$ cat config.mk
export PLATFORM = sky130hd
export DESIGN_NAME = ras_rt_ptr_track
export DESIGN_NICKNAME = d
export VERILOG_FILES = /design/src/rtl/ras_rt_ptr_track_pkg.sv /design/src/rtl/ras_rt_ptr_track_ckpt_fifo.sv /design/src/rtl/ras_rt_ptr_track.sv
export SDC_FILE = /design/constraint.sdc
export NUM_CORES = 1
export LEC_CHECK = 0
export CAP_MARGIN = 5
export CORE_UTILIZATION = 25
export DETAILED_ROUTE_END_ITERATION = 6
export GPL_TIMING_DRIVEN = 0
export HOLD_SLACK_MARGIN = 0.1
export PLACE_DENSITY = 0.45
export SLEW_MARGIN = 20
export SYNTH_ARGS = -nofsm -noshare
export SYNTH_HDL_FRONTEND = slang
export SYNTH_SLANG_ARGS = --single-unit
$ cat constraint.sdc
create_clock -name clock -period 3.8 [get_ports clock]
set_clock_uncertainty 0.1 [all_clocks]
set_input_delay 0.95 -clock clock [delete_from_list [all_inputs] [get_ports clock]]
set_output_delay 0.95 -clock clock [all_outputs]
set_load 0.03 [all_outputs]
$ cat src/rtl/ras_rt_ptr_track_pkg.sv
// ras_rt_ptr_track_pkg
// Core RAS definitions shared by the fetch return address stack and the
// retire-side pointer tracker: action encodings, pointer width and the
// pointer-update function used on both sides.
package ras_rt_ptr_track_pkg;

    // RAS pointer width (16-entry return address stack)
    localparam int RAS_PTR_W = 4;

    // RAS action encodings carried with every call/return checkpoint
    localparam logic [1:0] RAS_NOAC = 2'b00;  // no stack action
    localparam logic [1:0] RAS_PUSH = 2'b01;  // call
    localparam logic [1:0] RAS_POP  = 2'b10;  // return
    localparam logic [1:0] RAS_POPU = 2'b11;  // pop-then-push, pointer unchanged

    typedef logic [1:0]           ras_ctl_t;
    typedef logic [RAS_PTR_W-1:0] ras_ptr_t;

    // Top-of-stack pointer after applying one RAS action; wraps modulo 2^RAS_PTR_W
    function automatic ras_ptr_t ras_apply_ptr(input ras_ptr_t ptr, input ras_ctl_t ctl);
        ras_ptr_t res;
        case (ctl)
            RAS_PUSH: res = ptr + {{(RAS_PTR_W-1){1'b0}}, 1'b1};
            RAS_POP:  res = ptr - {{(RAS_PTR_W-1){1'b0}}, 1'b1};
            RAS_NOAC: res = ptr;
            RAS_POPU: res = ptr;
            default:  res = ptr;
        endcase
        return res;
    endfunction

endpackage

$ cat src/rtl/ras_rt_ptr_track_ckpt_fifo.sv
// ras_ckpt_fifo
// In-order checkpoint storage for RAS-affecting branches: entry arrays plus
// head/tail/count bookkeeping. 'clear' is a synchronous clear used on a
// retire flush; it discards every outstanding entry at the next edge.
// Callers present already-qualified write/read enables.
// Optional feature macro: RAS_RT_CHECK_EN keeps the predicted pointer per
// entry so the top level can cross-check it at retire time.
import ras_rt_ptr_track_pkg::*;

module ras_ckpt_fifo #(
    parameter int DEPTH = 8,
    parameter int IDX_W = 3,
    parameter int PTR_W = RAS_PTR_W
) (
    input  logic             clock,
    input  logic             reset_n,
    input  logic             clear,
    input  logic             wr_en,
    input  logic [1:0]       wr_ctl,
`ifdef RAS_RT_CHECK_EN
    input  logic [PTR_W-1:0] wr_ptr,
    output logic [PTR_W-1:0] rd_ptr,
`endif
    input  logic             rd_en,
    output logic [1:0]       rd_ctl,
    output logic [IDX_W-1:0] tail,
    output logic [IDX_W:0]   count
);

    logic [IDX_W-1:0] head_r;
    logic [IDX_W-1:0] tail_r;
    logic [IDX_W:0]   count_r;
    logic [1:0]       ctl_mem_r [DEPTH];
`ifdef RAS_RT_CHECK_EN
    logic [PTR_W-1:0] ptr_mem_r [DEPTH];
`endif

    // Head/tail/count bookkeeping; flush clear wins over a same-cycle write
    always_ff @(posedge clock or negedge reset_n) begin
        if (!reset_n) begin
            head_r  <= {IDX_W{1'b0}};
            tail_r  <= {IDX_W{1'b0}};
            count_r <= {(IDX_W+1){1'b0}};
        end else if (clear) begin
            head_r  <= {IDX_W{1'b0}};
            tail_r  <= {IDX_W{1'b0}};
            count_r <= {(IDX_W+1){1'b0}};
        end else begin
            if (wr_en) begin
                tail_r <= tail_r + {{(IDX_W-1){1'b0}}, 1'b1};
            end else begin
                tail_r <= tail_r;
            end
            if (rd_en) begin
                head_r <= head_r + {{(IDX_W-1){1'b0}}, 1'b1};
            end else begin
                head_r <= head_r;
            end
            case ({wr_en, rd_en})
                2'b10:   count_r <= count_r + {{IDX_W{1'b0}}, 1'b1};
                2'b01:   count_r <= count_r - {{IDX_W{1'b0}}, 1'b1};
                default: count_r <= count_r;
            endcase
        end
    end

    // Checkpoint action storage, written at the tail slot on an accepted allocation
    always_ff @(posedge clock or negedge reset_n) begin
        if (!reset_n) begin
            for (int i = 0; i < DEPTH; i++) begin
                ctl_mem_r[i] <= RAS_NOAC;
            end
        end else if (wr_en && !clear) begin
            ctl_mem_r[tail_r] <= wr_ctl;
        end else begin
            ctl_mem_r <= ctl_mem_r;
        end
    end

`ifdef RAS_RT_CHECK_EN
    // Predicted-pointer storage, kept only for the retire cross-check
    always_ff @(posedge clock or negedge reset_n) begin
        if (!reset_n) begin
            for (int i = 0; i < DEPTH; i++) begin
                ptr_mem_r[i] <= {PTR_W{1'b0}};
            end
        end else if (wr_en && !clear) begin
            ptr_mem_r[tail_r] <= wr_ptr;
        end else begin
            ptr_mem_r <= ptr_mem_r;
        end
    end

    assign rd_ptr = ptr_mem_r[head_r];
`endif

    assign rd_ctl = ctl_mem_r[head_r];
    assign tail   = tail_r;
    assign count  = count_r;

endmodule

$ cat src/rtl/ras_rt_ptr_track.sv
// ras_rt_ptr_track
// Retire-side tracker for the fetch return address stack. Records one
// checkpoint per fetched call/return, retires them in order, keeps the
// committed RAS top-of-stack pointer and presents the recovery pointer that
// fetch uses on a retire flush. The recovery pointer already includes a
// retire accepted in the same cycle, so retire+flush recovers correctly.
// Optional feature macro: RAS_RT_CHECK_EN adds the sticky ras_mismatch_o
// output comparing predicted against resolved RAS behaviour at retire.
import ras_rt_ptr_track_pkg::*;

module ras_rt_ptr_track #(
    parameter int DEPTH = 8,
    parameter int IDX_W = 3,
    parameter int PTR_W = RAS_PTR_W
) (
    input  logic             clock,
    input  logic             reset_n,
    input  logic             alloc_vld_i,
    input  logic [1:0]       alloc_rasctl_i,
    input  logic [PTR_W-1:0] alloc_ptr_i,
    output logic             alloc_rdy_o,
    output logic [IDX_W-1:0] alloc_id_o,
    input  logic             rt_vld_i,
    input  logic [1:0]       rt_rasctl_i,
    input  logic             flush_rt_i,
    output logic [PTR_W-1:0] ras_ptr_rt_o,
    output logic             bob_vld_o,
`ifdef RAS_RT_CHECK_EN
    output logic             ras_mismatch_o,
`endif
    output logic [IDX_W:0]   count_o
);

    localparam logic [IDX_W:0] FULL_CNT = (IDX_W+1)'(DEPTH);

    logic [PTR_W-1:0] arch_ptr_r;
    logic [PTR_W-1:0] arch_ptr_nxt_s;
    logic [PTR_W-1:0] rt_applied_s;
    logic             alloc_acc_s;
    logic             rt_acc_s;
    logic             not_full_s;
    logic             not_empty_s;
    logic [IDX_W-1:0] tail_s;
    logic [IDX_W:0]   count_s;
    logic [1:0]       head_ctl_s;
`ifdef RAS_RT_CHECK_EN
    logic [PTR_W-1:0] head_ptr_s;
    logic             mismatch_r;
    logic             mismatch_hit_s;
`else
    logic             unused_chk_s;
`endif

    // Handshake qualification and committed-pointer next value
    always_comb begin
        not_full_s     = (count_s != FULL_CNT);
        not_empty_s    = (count_s != {(IDX_W+1){1'b0}});
        alloc_acc_s    = alloc_vld_i & not_full_s & ~flush_rt_i;
        rt_acc_s       = rt_vld_i & not_empty_s;
        rt_applied_s   = ras_apply_ptr(arch_ptr_r, rt_rasctl_i);
        arch_ptr_nxt_s = arch_ptr_r;
        if (rt_acc_s) begin
            arch_ptr_nxt_s = rt_applied_s;
        end else begin
            arch_ptr_nxt_s = arch_ptr_r;
        end
    end

    // Committed RAS pointer; a flush does not touch it, only retires move it
    always_ff @(posedge clock or negedge reset_n) begin
        if (!reset_n) begin
            arch_ptr_r <= {PTR_W{1'b0}};
        end else begin
            arch_ptr_r <= arch_ptr_nxt_s;
        end
    end

    ras_ckpt_fifo #(
        .DEPTH (DEPTH),
        .IDX_W (IDX_W),
        .PTR_W (PTR_W)
    ) u_ckpt_fifo (
        .clock   (clock),
        .reset_n (reset_n),
        .clear   (flush_rt_i),
        .wr_en   (alloc_acc_s),
        .wr_ctl  (alloc_rasctl_i),
`ifdef RAS_RT_CHECK_EN
        .wr_ptr  (alloc_ptr_i),
        .rd_ptr  (head_ptr_s),
`endif
        .rd_en   (rt_acc_s),
        .rd_ctl  (head_ctl_s),
        .tail    (tail_s),
        .count   (count_s)
    );

`ifdef RAS_RT_CHECK_EN
    // Predicted vs resolved comparison for the retiring checkpoint
    always_comb begin
        mismatch_hit_s = 1'b0;
        if (rt_acc_s) begin
            mismatch_hit_s = (head_ptr_s != rt_applied_s) | (head_ctl_s != rt_rasctl_i);
        end else begin
            mismatch_hit_s = 1'b0;
        end
    end

    // Sticky mismatch flag; only reset clears it, flush leaves it set
    always_ff @(posedge clock or negedge reset_n) begin
        if (!reset_n) begin
            mismatch_r <= 1'b0;
        end else if (mismatch_hit_s) begin
            mismatch_r <= 1'b1;
        end else begin
            mismatch_r <= mismatch_r;
        end
    end

    assign ras_mismatch_o = mismatch_r;
`else
    // Predicted pointer and stored action are not consumed without the cross-check
    assign unused_chk_s = ^{alloc_ptr_i, head_ctl_s};
`endif

    assign alloc_rdy_o  = not_full_s;
    assign alloc_id_o   = tail_s;
    assign bob_vld_o    = not_empty_s;
    assign count_o      = count_s;
    assign ras_ptr_rt_o = arch_ptr_nxt_s;

endmodule

Word-level counts from Yosys, hierarchy flattened
Index checks and enable logic that the tools add are counted.

word-level totals
  bits in registers = 11
  bits of input ports = 13
  ROM bits = 0
  word-level logic and storage cells = 29
  memories = 0
  bits in latches = 0
  bits in writable memories = 0

cells by class
  reduce and logical (&&, ||, !) cells = 5
  $add $sub $neg = 5
  magnitude comparators = 0
  shift operators = 0
  multiply operators = 0
  mux-type cells = 6
  div/mod/pow operators = 0
  bitwise logic cells = 4
  eq/ne operators = 6

operators with widths
  operator                                                               number
  4-bit case mux with 3 select lines                                     1
  4-bit by 1-bit adder with 4-bit output, second input constant          2
  4-bit two-way mux                                                      2
  4-bit case mux with 2 select lines                                     1
  4-bit by 1-bit subtractor with 4-bit output, second input constant     2
  2-bit equality test, second input constant                             3
  3-bit two-way mux                                                      2
  2-bit by 1-bit equality test with 1-bit output, second input constant  2
  4-bit inequality test, second input constant                           1
  4-bit nonzero test                                                     1
  3-bit by 1-bit adder with 3-bit output, second input constant          1
  1-bit AND                                                              3
  3-bit nonzero test                                                     1
  2-bit zero test                                                        1
  2-bit nonzero test                                                     1
  2-bit OR reduction                                                     1
  1-bit NOT                                                              1

Logic depth before layout (Yosys ltp)
Gate-level depths: netlist of the first run.

  word-level depth = 6
  mapped depth = 8
  gate-level depth less buffers = 8

Cells and area by module
From an unflattened synthesis of the first run, not the netlist that was laid out.

second synthesis, totals
  cell total of the unflattened synthesis = 136
  area, all modules = 1672.9 sq um

modules (own cells, without submodules)
  module            cells each  sequential area each (sq um)  area an instance (sq um)  times used
  ras_ckpt_fifo     107         650.6                         1368.8                    1
  ras_rt_ptr_track  29          100.1                         304.0                     1

Worst setup path after synthesis of the first run
Ideal clock, no wire load.

  path kind = input to output
  start = input port rt_rasctl_i[0]
  end = output port ras_ptr_rt_o[3]
  arrival time = 2483 ps
  stages = 7
  data required time = 2750 ps
  slack = 267 ps
  cell sequence = inv_1 -> ha_1 -> ha_1 -> a21oi_1 -> a21oi_1 -> nor3_1 -> xor2_1

on the way
  word-level cells in the longest chain between the ends = 4
  elaborated cells between the ends (all ways) = 7
  those cells by class = eq/ne: 3; mux: 2; reduce/logical: 2

RTL lines
  what                                                           line                        source
  from (decl)                                                    ras_rt_ptr_track.sv:24      input logic [1:0] rt_rasctl_i,
  2-bit equality test / 2-bit zero test (equally long branches)  ras_rt_ptr_track_pkg.sv:22  case (ctl)
  2-bit OR reduction (no line)                                   --
  4-bit case mux with 3 select lines (*)                         ras_rt_ptr_track_pkg.sv:22
  4-bit two-way mux (*)                                          ras_rt_ptr_track.sv:62      if (rt_acc_s) begin
  to (decl)                                                      ras_rt_ptr_track.sv:26      output logic [PTR_W-1:0] ras_ptr_rt_o,

Every way passes the cells marked *; elsewhere a longest branch is shown, timed or not.

Worst setup path in the final report of the first run
Same ends and word-level chain as after synthesis.

==> results.py, run 1 <==
metrics = {
    "route": {
        "via_count": 655,
        "drt_first_pass_iters": 6,
        "ant_nets": 0,
        "drt-wirelength-per-cell_um": 12.7,
        "wirelength_um": 1700,
        "drt-initial-drc-count": 23,
        "drc_errors": 1,
        "viasPerCell": 4.89,
    },
    "synth": {
        "avgSynthCellArea_um2": 9.49,
        "synth-edff-count": 0,
        "async_reset_ff_share_pct": 100,
        "ys_seq_area_share_pct": 36.2,
        "yosysWarnings": 0,
        "postSynth.topFlopCell": "dfrtp_1",
        "synth_nets": 101,
        "syn_area_um2": 759,
        "ys_types": 30,
        "ys_ff_latch": 11,
        "syn_inst": 80,
    },
    "floorplanning": {
        "die_x_um": 57.1,
        "start_util_pct": 27.1,
        "die_area_mm2": 0.00326,
        "die_h_um": 57.1,
        "core.rowCount": 19,
        "core-area_mm2": 0.00281,
        "ioPinCount": 26,
    },
    "sta": {
        "rsz0062_at_grt": "true",
        "period_share_pct": 99.9,
        "tightest_slew_ns": 0.519,
        "setup_viol": 0,
        "hold_viol": 0,
        "tns_ns": 0,
        "max_freq_mhz": 263,
        "maxSlewViolCount": 0,
        "slew_headroom_pct": 65.3,
        "fin_ws_ns": 0.00422,
        "min_period_ns": 3.80,
    },
    "power": {
        "p_leak_nw": 0.480,
        "ir_worst_vdd_mv": 0.330,
        "pwr-share-comb_pct": 65.0,
        "power_mw": 0.853,
        "power.density_mw_per_mm2": 815,
        "p_clk_share_pct": 9.5,
        "switchingPower_mw": 0.414,
        "seqPwrFrac_pct": 25.5,
        "p_int_mw": 0.439,
        "p_sw_share_pct": 48.5,
    },
    "worst_setup_path": {
        "r2r_cells": 8,
        "crit_slowest_cell": "clkdlybuf4s50_1",
        "cp.buffers_inverters": 3,
        "cp-end-kind": "primary output",
        "cpLargestDelayFamily": "buffers and inverters",
        "worst_ep_arrival_time_ns": 2.75,
        "start_kind": "primary input",
        "critPathMaxFanout": 3,
        "r2r_start": "u_ckpt_fifo.count[0]",
        "cp.depth": 9,
        "cp.required_ns": 2.75,
        "worstSetupPathType": "in2out",
        "setup.worst_path.start": "rt_rasctl_i[0]",
        "cpPeakStageDelay_ns": 0.45,
        "crit_chain": "clkdlybuf4s50_1, inv_1, ha_2, ha_4, nand3_2, and3_4, nor3_4, xor2_1, buf_4",
    },
    "finish": {
        "fillCellCount": 303,
        "nNetsFinal": 125,
        "multi_input_area_um2": 488,
        "antenna_cells": 0,
        "layout_commonest_cell": "clkdlybuf4s50_1",
        "drive_above_1_share_pct": 18.4,
        "layout_common_cells": "14 x clkdlybuf4s50_1, 11 x dfrtp_1, 6 x inv_1",
        "seqCellArea_um2": 275,
        "area_growth_pct": 37.7,
        "finish.instance_area_mm2": 0.00105,
        "fin_cells": 134,
    },
    "clocking": {
        "clockBufferDepth": 2,
        "clock_latency_ns": 0.27,
        "ctsHoldBuffers": 0,
        "cts_buffers": 3,
        "cts.htree.levels": 1,
        "clock_sinks": 11,
        "clk_pin_slew_ns": 0.07,
        "cts_tree": "yes",
        "clockRootBuffer": "clkbuf_4",
    },
    "placement": {
        "detailed_place_hpwl_um": 1260,
        "dpl_cell_area_um2": 978,
        "routabilityCongestion": 0.737,
        "dp.cells": 129,
        "place_ws_ns": -0.651,
        "portBuffers": 18,
    },
    "status": {
        "status": "complete, but fails checks",
        "violations": "design-rule violations",
    },
    "worst_hold_path": {
        "hold_start": "u_ckpt_fifo.tail[2]",
        "hold_depth": 2,
        "worstHoldPathType": "reg2reg",
    },
    "global_routing": {
        "grt_max_degree": 12,
        "grt_overflow": 0,
        "grt_pass1_wl_um": 3100,
        "grt_pass1_vias": 693,
        "grt_use_total_pct": 12.3,
        "antenna_found_initial": 0,
    },
    "run": {
        "cap_violations": 0,
    },
}
## worst register-to-register path, delay by kind of cell, from the launching register on
family,cells,cell delay [ns]
buffers and inverters,1,0.16
muxes,1,0.10
DFF,1,0.48
adders and majority gates,1,0.34
AOI/OAI and AO/OA,2,0.61
and+or+nand+nor,3,0.84
## synth_stat cells (all sizes together) (2+ instances only)
cell,count,area [um2]
o21ai,6,30.0
xnor2,2,17.5
fa,2,40.0
inv,6,22.5
buf,3,13.8
dfrtp,11,275
nor2,3,11.3
ha,6,75.1
a21o,2,15.0
nand2,5,18.8
xor2,4,35.0
a21oi,8,43.8
and3,3,18.8
nand3,5,25.0
or3,2,12.5
## state kept, by name, indices dropped and copies added (netlist names)
register           flops
arch_ptr_r             4
u_ckpt_fifo.count      4
u_ckpt_fifo.tail       3
## routing by layer
layer | GRT usage [%] | share of wire (%)
met3 | 5.22 | 4.9
met5 | 0 | 0
met2 | 19.3 | 46
met4 | 3.14 | 0
met1 | 15.5 | 49
## power groups by stage
stage                     Combinational, mW  Sequential, mW  Clock, mW
after CTS                             0.522           0.214     0.0870
after global routing                  0.614           0.226     0.0944
final                                 0.554           0.217     0.0810
after detailed placement              0.536           0.216          0
after floorplan                       0.320           0.246          0
after global placement                0.532           0.217          0
## final cells by class
class | instances | share of cell area (%)
Tap cell | 31 | 3.71
Timing Repair Buffer | 19 | 17.0
Buffer | 4 | 1.67
Inverter | 6 | 2.15
Sequential cell | 11 | 26.3
Multi-Input combinational cell | 59 | 46.7
Clock buffer | 4 | 2.51
## metrics by stage
stage	hold slack [ns]	util [%]
floorplan	0.514	-
global placement	0.347	34.9
detailed placement	0.352	34.9
CTS	0.368	35.5
global route	0.474	37.3
finish	0.440	37.3
## cells by family after synthesis
group / Yosys count / synth area share (%)
AOI/OAI and AO/OA: 22 / 19.3
buffers and inverters: 10 / 5.27
adders and majority gates: 8 / 15.2
xor gates and xnor gates: 6 / 6.92
DFF: 11 / 36.2
and+or+nand+nor: 22 / 15.8
muxes: 1 / 1.32
## timing repair
item	CTS	global route
cloned	0	0
resized for setup	17	13
endpoints found under the setup margin	4	3
setup buffers	0	1
pin swaps	0	1
hold endpoints to repair	0	0
## path summary, 6_finish.rpt
| path | to | slack (ns) |
|---|---|---|
| min in group asynchronous | arch_ptr_r[0] | 0.92 |
| worst max register to register | u_ckpt_fifo.count[3] | 1.03 |
| max in group asynchronous | u_ckpt_fifo.count[2] | 2.33 |
| worst max-delay path | ras_ptr_rt_o[3] | 0.004 |
| worst min-delay path | u_ckpt_fifo.tail[2] | 0.44 |
| worst min register to register | u_ckpt_fifo.tail[2] | 0.44 |
No activity file was read; power rests on OpenSTA's default activity.
==> run 2: changes to the inputs <==
--- a/config.mk
+++ b/config.mk
@@ -7,8 +7,9 @@
 export LEC_CHECK = 0
 export CAP_MARGIN = 5
 export CORE_UTILIZATION = 25
+export CTS_BUF_LIST = sky130_fd_sc_hd__clkbuf_2 sky130_fd_sc_hd__clkbuf_4 sky130_fd_sc_hd__clkbuf_8
 export DETAILED_ROUTE_END_ITERATION = 6
-export GPL_TIMING_DRIVEN = 0
+export GPL_TIMING_DRIVEN = 1
 export HOLD_SLACK_MARGIN = 0.1
 export PLACE_DENSITY = 0.45
 export SLEW_MARGIN = 20
==> run 2 against run 1 <==
  * The run still ends with design-rule violations left
  * Hold slack better by 0.00077 ns
  * Clock power grew 11%
  * Via count is 3.7% higher
  * Highest routed layer is now met4
==> results.py, run 2 (synthesis gave the netlist of run 1 again) <==
metrics = {
    "floorplanning": {
        "start_util_pct": 27.1,
        "core.rowCount": 19,
        "die_h_um": 57.1,
        "core-area_mm2": 0.00281,
        "die_area_mm2": 0.00326,
        "die_x_um": 57.1,
        "ioPinCount": 26,
    },
    "global_routing": {
        "grt_pass1_wl_um": 3080,
        "grt_pass1_vias": 675,
        "grt_use_total_pct": 12.1,
        "grt_max_degree": 12,
        "grt_overflow": 0,
        "antenna_found_initial": 0,
    },
    "clocking": {
        "clockBufferDepth": 2,
        "cts_tree": "yes",
        "ctsHoldBuffers": 0,
        "clk_pin_slew_ns": 0.07,
        "cts_buffers": 3,
        "cts.htree.levels": 1,
        "clock_latency_ns": 0.27,
        "clockRootBuffer": "clkbuf_4",
        "clock_sinks": 11,
    },
    "placement": {
        "routabilityCongestion": 0.753,
        "dpl_cell_area_mm2": 0.00101,
        "portBuffers": 19,
        "dp.cells": 132,
        "detailed_place_hpwl_um": 1270,
    },
    "finish": {
        "fillCellCount": 295,
        "layout_commonest_cell": "clkdlybuf4s50_1",
        "finish.instance_area_mm2": 0.00111,
        "drive_above_1_share_pct": 24.5,
        "area_growth_pct": 45.8,
        "fin_cells": 137,
        "nNetsFinal": 128,
        "layout_common_cells": "14 x clkdlybuf4s50_1, 11 x dfrtp_1, 10 x buf_4",
        "antenna_cells": 0,
    },
    "power": {
        "p_clk_share_pct": 10.2,
        "p_int_mw": 0.469,
        "ir_worst_vdd_mv": 0.301,
        "switchingPower_mw": 0.417,
        "power.density_mw_per_mm2": 800,
        "p_sw_share_pct": 47.1,
        "p_leak_nw": 0.520,
        "pwr-share-comb_pct": 65.3,
        "seqPwrFrac_pct": 24.5,
    },
    "route": {
        "drt-initial-drc-count": 7,
        "via_count": 679,
        "ant_nets": 0,
        "drt-wirelength-per-cell_um": 12.5,
        "drc_errors": 2,
        "drt_first_pass_iters": 6,
        "wirelength_um": 1710,
        "viasPerCell": 4.96,
    },
    "status": {
        "violations": "design-rule violations",
        "status": "complete, but fails checks",
    },
    "sta": {
        "slew_headroom_pct": 66.1,
        "maxSlewViolCount": 0,
        "max_freq_mhz": 269,
        "rsz0062_at_grt": "false",
        "hold_viol": 0,
        "tightest_slew_ns": 0.506,
        "setup_viol": 0,
        "period_share_pct": 97.7,
        "min_period_ns": 3.71,
    },
    "run": {
        "cap_violations": 0,
    },
    "worst_setup_path": {
        "worst-r2r-setup-slack_ns": 1.05,
        "worst_ep_arrival_time_ns": 2.66,
        "critPathMaxFanout": 3,
        "crit_chain": "clkdlybuf4s50_1, ha_4, ha_1, nand3_2, and3_4, nor3_4, xor2_2, buf_6",
        "crit_slowest_cell": "clkdlybuf4s50_1",
        "worstSetupPathType": "in2out",
        "cp-end-kind": "primary output",
        "cp.required_ns": 2.75,
        "cpPeakStageDelay_ns": 0.44,
        "start_kind": "primary input",
    },
    "worst_hold_path": {
        "worstHoldPathType": "reg2reg",
    },
}
[run 2: layout make-up]
type / count / area (um2) / area share, %
multi-input combinational: 59 / 502 / 45.3
sequential: 11 / 275 / 24.9
timing repair buffer: 26 / 239 / 21.6
tap: 31 / 38.8 / 3.50
clock buffer: 4 / 30.0 / 2.71
inverter: 6 / 22.5 / 2.03
[run 2: through the flow]
stage / hold slack (ns) / setup TNS (ns) / worst slack (ns) / power (mW) / util (%)
2_1_floorplan: 0.514 / 0 / 0.267 / 0.566 / -
3_3_place_gp: 0.425 / -0.116 / -0.116 / 0.750 / 35.9
3_5_place_dp: 0.429 / -0.155 / -0.155 / 0.751 / 35.9
4_1_cts: 0.448 / 0 / 0.0217 / 0.870 / 38.0
5_1_grt: 0.485 / 0 / 0.0188 / 0.965 / 39.5
6_report: 0.441 / 0 / 0.0889 / 0.886 / 39.5
[run 2: critical path, delay by kind of cell]
kind | cells | cell delay [ns]
fa+ha+maj | 2 | 0.47
simple gates | 3 | 0.45
xor+xnor | 1 | 0.19
buf+inv | 2 | 0.59
[run 2: worst paths after layout]
path,startpoint,endpoint,depth (start not counted)
hold reg to reg,u_ckpt_fifo.tail[2],u_ckpt_fifo.tail[2],2
setup / recovery,rt_rasctl_i[1],ras_ptr_rt_o[3],8
min in group asynchronous,reset_n,u_ckpt_fifo.tail[0],1
setup reg to reg,u_ckpt_fifo.count[0],u_ckpt_fifo.count[3],7
max in group asynchronous,reset_n,arch_ptr_r[2],1
hold / removal,u_ckpt_fifo.tail[2],u_ckpt_fifo.tail[2],2
[run 2: power groups by stage]
stage,Clock [mW],Combinational (mW),Sequential (mW)
finish,0.0900,0.579,0.218
floorplan,0,0.320,0.246
global placement,0,0.535,0.215
detailed placement,0,0.537,0.215
CTS,0.0938,0.560,0.216
global route,0.101,0.636,0.227
[run 2: routing by layer]
| layer | track usage, % | wire, um | vias to the layer above |
|---|---|---|---|
| met5 | 0 | 0 | - |
| met4 | 3.48 | 23 | 0 |
| met3 | 5.67 | 102 | 2 |
| met2 | 17.1 | 784 | 17 |
| met1 | 16.6 | 798 | 323 |
| li1 | - | - | 337 |
[run 2: timing repair]
action | 4_1_cts | 5_1_grt
gates resized for setup | 4 | 9
setup endpoints to repair | 1 | 2
setup buffers | 1 | 0
pin swaps | 1 | 4
